`config.mk`:
```
export PLATFORM = sky130hd
export DESIGN_NAME = sound_i2s_out
export DESIGN_NICKNAME = d
export VERILOG_FILES = /design/src/rtl/sound_i2s_out.sv
export SDC_FILE = /design/constraint.sdc
export NUM_CORES = 1
export LEC_CHECK = 0
export CAP_MARGIN = 40
export CORE_MARGIN = 3
export CORE_UTILIZATION = 40
export CTS_BUF_LIST = sky130_fd_sc_hd__clkbuf_4
export DETAILED_ROUTE_END_ITERATION = 6
export SKIP_LAST_GASP = 1
export SYNTH_ARGS = -nofsm -noshare
export SYNTH_HDL_FRONTEND = slang
export SYNTH_SLANG_ARGS = --single-unit
export TNS_END_PERCENT = 100
```
`constraint.sdc`:
```
create_clock -name clk -period 5.5 [get_ports clk]
set_input_delay 1.1 -clock clk [delete_from_list [all_inputs] [get_ports clk]]
set_output_delay 1.1 -clock clk [all_outputs]
set_load 0.05 [all_outputs]
```
`src/rtl/sound_i2s_out.sv`:
```
// I2S serialiser for the mixed stereo stream: fractional-rate BCLK generation,
// 64-bit frames with the master attenuation/mute applied once per frame latch.
module sound_i2s_out #(
  parameter int unsigned SAMPLE_RATE = 48000
) (
  input  logic        clk,
  input  logic        rst,
  input  logic [27:0] clock_rate,
  input  logic [15:0] sample_l,
  input  logic [15:0] sample_r,
  input  logic [3:0]  atten,
  input  logic        mute,
  output logic        i2s_bclk,
  output logic        i2s_lrclk,
  output logic        i2s_data,
  output logic        sample_tick
);

  // Two BCLK edges per bit, 64 bits per frame: 128 edges per output sample.
  localparam logic [28:0] ACC_INC = 29'(128 * SAMPLE_RATE);

  logic [27:0] clk_rate;
  logic [27:0] acc;
  logic [28:0] acc_sum;
  logic        toggle;
  logic        fall;

  logic [5:0]  bit_cnt;
  logic [5:0]  bit_cnt_nxt;
  logic [4:0]  slot_pos;
  logic [15:0] slot_word;
  logic [3:0]  bit_sel;
  logic        data_nxt;

  logic [15:0] left;
  logic [15:0] right;
  logic [15:0] left_nxt;
  logic [15:0] right_nxt;

  // One extra bit keeps sum+increment from wrapping near the 28-bit ceiling.
  always_comb begin
    acc_sum = {1'b0, acc} + ACC_INC;
    toggle  = (clk_rate != '0) && (acc_sum >= {1'b0, clk_rate});
    fall    = toggle && i2s_bclk;
  end

  always_ff @(posedge clk or posedge rst) begin
    if (rst) begin
      clk_rate <= '0;
      acc      <= '0;
    end else begin
      clk_rate <= clock_rate;
      if (clk_rate != '0) begin
        if (toggle) acc <= 28'(acc_sum - {1'b0, clk_rate});
        else        acc <= acc_sum[27:0];
      end
    end
  end

  always_comb begin
    bit_cnt_nxt = bit_cnt + 6'd1;
    slot_pos    = bit_cnt_nxt[4:0];
    slot_word   = bit_cnt_nxt[5] ? right : left;
    bit_sel     = 4'(5'd16 - slot_pos);
    data_nxt    = ((slot_pos >= 5'd1) && (slot_pos <= 5'd16)) ? slot_word[bit_sel] : 1'b0;
  end

  always_comb begin
    left_nxt  = mute ? 16'h0000 : 16'($signed(sample_l) >>> atten);
    right_nxt = mute ? 16'h0000 : 16'($signed(sample_r) >>> atten);
  end

  // Everything frame-related moves on the falling BCLK edge only.
  always_ff @(posedge clk or posedge rst) begin
    if (rst) begin
      i2s_bclk    <= 1'b0;
      i2s_lrclk   <= 1'b0;
      i2s_data    <= 1'b0;
      sample_tick <= 1'b0;
      bit_cnt     <= 6'd63;
      left        <= '0;
      right       <= '0;
    end else begin
      sample_tick <= 1'b0;
      if (toggle) i2s_bclk <= ~i2s_bclk;
      if (fall) begin
        bit_cnt   <= bit_cnt_nxt;
        i2s_lrclk <= bit_cnt_nxt[5];
        i2s_data  <= data_nxt;
        if (bit_cnt_nxt == 6'd0) begin
          left        <= left_nxt;
          right       <= right_nxt;
          sample_tick <= 1'b1;
        end
      end
    end
  end

endmodule

```
==> impl_results.md <==
- Outcome: finished clean
- HPWL Detailed: 14.2 mm
- Synth cell types: 68
- Adder-cell share of the synthesized area: 0.0568
- Total wire length: 18.3 mm
- #FFs+latches synth: 98
- Crit-path max FO: 37
- Final cell count without fillers: 1092
- Hold path depth: 1
- Clk sinks: 98
- Hold Fails Final Rpt: 0
- Syn_nets: 916
- Die W: 140 um
- Largest net degree at the start of global routing: 40
- Htree depth: 3
- Leak pwr: 3.53 nW
- CP dominant cell by count: ha_1
- Starting DRT DRC Count: 410
- First-pass GRT wire length: 30.7 mm
- Ys flop type: dfrtp_1
- Vias in the first global route: 6000
- Hold Path Origin: left[2]$_DFFE_PP0P_
- Async set-reset flop share out of synthesis: 1.00
- XOR/XNOR share of the synthesized area: 0.0571
- Num rows: 48
- Synthesized area: 0.00718 mm^2
- Num CTS Buffers: 9
- Routed vias: 6078
- RSZ-0062 raised after global routing: no
- Max-Cap Viols: 0
- Stages on worst setup path: 18
- Worst-path clk slew: 0.18 ns
- Startpoint Class: flop
- Post-CTS Setup Inserts: 0
- Max_slew headroom: 0.390
- Crit-path cells: inv_1 > ha_1 > nand2b_4 > a211o_1 > nor2_1 > nor2b_1 > o21a_1 > xor2_1 > ha_1 > nand4_1 > nor4_1 > a221oi_1 > o21ai_0 > a21o_2 > o2111ai_4 > buf_4 > a211oi_1 > a21o_1
- Via/cell ratio: 5.57
- DR WL/cell: 16.7 um
- Initial Utilization: 0.412
- Placed cells: 1075
- Remaining Overflow, GRT: 0
- Slowest cell on crit path: o2111ai_4
- Number of remaining DRC errors: 0
- CTS Hold Bufs: 0
- Seq/Total Area, Yosys: 0.343
- Port buffer count: 70
- Final Slew Violations: 0
- Share of post-route cells with drive strength above 1: 0.0970
- Simple-gate share of the synthesized area: 0.150
- CP Data Required Time: 5.91 ns
- TritonCTS clock tree: yes
- Fin nets: 960
- Fmax: 221 MHz
- Clock Latency Late Sink: 0.50 ns
- HP Class: flop to flop
- Final min period: 4.52 ns
- Slowest stage delay, CP: 0.72 ns
- Synth Instances: 817
- Syn_area_per_cell: 8.79 um^2
- Core area: 0.0174 mm^2
- Largest family of logic cells by synthesized area: compound AO/OA/AOI/OAI gates
- Reg2reg start: acc[14]$_DFFE_PP0P_
- CP Capture Type: flop
- Post-CTS sizing: 0
- Reg2Reg Depth: 18
- Final ANT Viol Nets: 0
- Clock buffer depth: 2
- Total GRT Usage: 0.191
- Crit path kind: flop to flop
- IO Pins: 71
- GP Congestion: 0.889
- Setup TNS: 0 ns
- PD cells: 570 mW/mm^2
- Synth warnings: 0
- Chip Height: 140 um
- Final worst path period share: 0.822
- Layout area overhead: 14.3%
- Initial antenna violation count: 1
- Buf/Inv on CP: 2
- Cell family with most CP delay: compound AO/OA/AOI/OAI gates
- Post-synthesis mux area share: 0.118
- Crit path launch: acc[14]$_DFFE_PP0P_
- Clock root buffer: clkbuf_4
- Pre-antenna DRT Iters: 5
- Peak supply drop: 0.288 mV
- Setup violations, final: 0
- Crit path arrival time: 4.93 ns
- Die area: 0.0196 mm^2
- Clock Skews: 0.0338 ns
- Post-synth EDFFs: 0
- Synth Area in Compound Gates: 0.217
- Worst slew pin tran: 0.911 ns
==> stage by stage <==
stage	cell area, um^2	setup slack, ns	hold slack (ns)	util	power (W)
6_report	8210	0.979	0.498	0.471	0.00468
3_5_place_dp	8060	1.00	0.468	0.463	0.00429
2_1_floorplan	7180	1.81	0.438	-	0.00355
3_3_place_gp	8010	1.09	0.457	0.460	0.00425
4_1_cts	8210	0.969	0.503	0.471	0.00470
5_1_grt	8210	0.562	0.522	0.471	0.00512
==> worst paths after layout <==
| check | slack (ns) | to |
|---|---|---|
| worst max-delay path | 0.98 | right[12]$_DFFE_PP0P_ |
| worst min-delay path | 0.50 | left[2]$_DFFE_PP0P_ |
| worst max register to register | 0.98 | right[12]$_DFFE_PP0P_ |
| worst min register to register | 0.50 | left[2]$_DFFE_PP0P_ |
| max in group asynchronous | 3.59 | bit_cnt[5]$_DFFE_PP1P_ |
| min in group asynchronous | 0.91 | clk_rate[27]$_DFF_PP0_ |
==> cell usage in the layout (no fill, tap or decap), drive strengths merged, types with 6 or more instances in the layout <==
cell type	instances
nor2	55
nand2b	11
buf	12
nor3	10
a31oi	11
xnor2	25
o21ai	83
nand3	13
nand2	95
o31ai	11
and3	6
clkbuf	9
nand4	10
inv	51
xor2	21
clkdlybuf4s50	70
nor2b	11
mux2	18
dfrtp	92
a21o	16
dfstp	6
mux4	15
mux2i	31
a221o	6
a21oi	63
a211oi	19
or3	6
nor4	8
ha	31
==> layer usage <==
metal / vias to the layer above / part of all wire / GRT usage
met2: 120 / 0.50 / 0.334
met5: - / 0 / 0
li1: 3026 / - / -
met3: 21 / 0.031 / 0.0297
met4: 0 / 0.016 / 0.0546
met1: 2911 / 0.45 / 0.246
==> cells in the mapped netlist (10+ instances only) <==
library cell	instances	area, um^2
inv_1	48	180
xor2_1	21	184
clkbuf_1	21	78.8
a211oi_1	19	143
nor2_1	54	203
o31ai_1	11	82.6
mux2_2	18	203
nand2_1	94	353
xnor2_1	24	210
nand3_1	13	65.1
mux2i_1	31	310
buf_2	17	85.1
nor2b_1	11	68.8
nand2b_1	10	62.6
mux4_2	15	338
nor3_1	10	50.1
dfrtp_1	92	2300
a31oi_1	10	62.6
a21oi_1	62	310
nand4_1	10	62.6
o21ai_0	79	395
ha_1	31	388
a21o_1	15	113
==> cell type report <==
| type | instances | area [um^2] |
|---|---|---|
| diodes | 1 | 2.50 |
| clock buffers | 9 | 67.6 |
| clock inverters | 7 | 85.1 |
| fillers | 1727 | 9210 |
| inverters | 48 | 183 |
| multi-input cells | 622 | 4320 |
| flip-flops and latches | 98 | 2460 |
| well taps | 225 | 282 |
| repair buffers | 82 | 815 |
==> kinds of logic after synthesis <==
| kind of cell | count (synthesis) |
|---|---|
| AOI/OAI and AO/OA | 247 |
| and+or+nand+nor | 233 |
| DFF | 98 |
| buffers and inverters | 97 |
| muxes | 64 |
| xor gates and xnor gates | 46 |
| adders and majority gates | 32 |
==> report_power, final <==
part | internal (W) | leakage [nW] | switching [W]
clock network | 0.000110 | 0.0773 | 0.000298
logic | 0.00128 | 2.34 | 0.00175
registers | 0.00100 | 1.10 | 0.000244
==> sequential cells by signal, indices dropped and copies added (netlist names) <==
name,flops
i2s_bclk,1
i2s_lrclk,1
acc,28
i2s_data,1
clk_rate,28
bit_cnt,6
sample_tick,1
right,16
left,16
(Power assumes the default switching activity.)
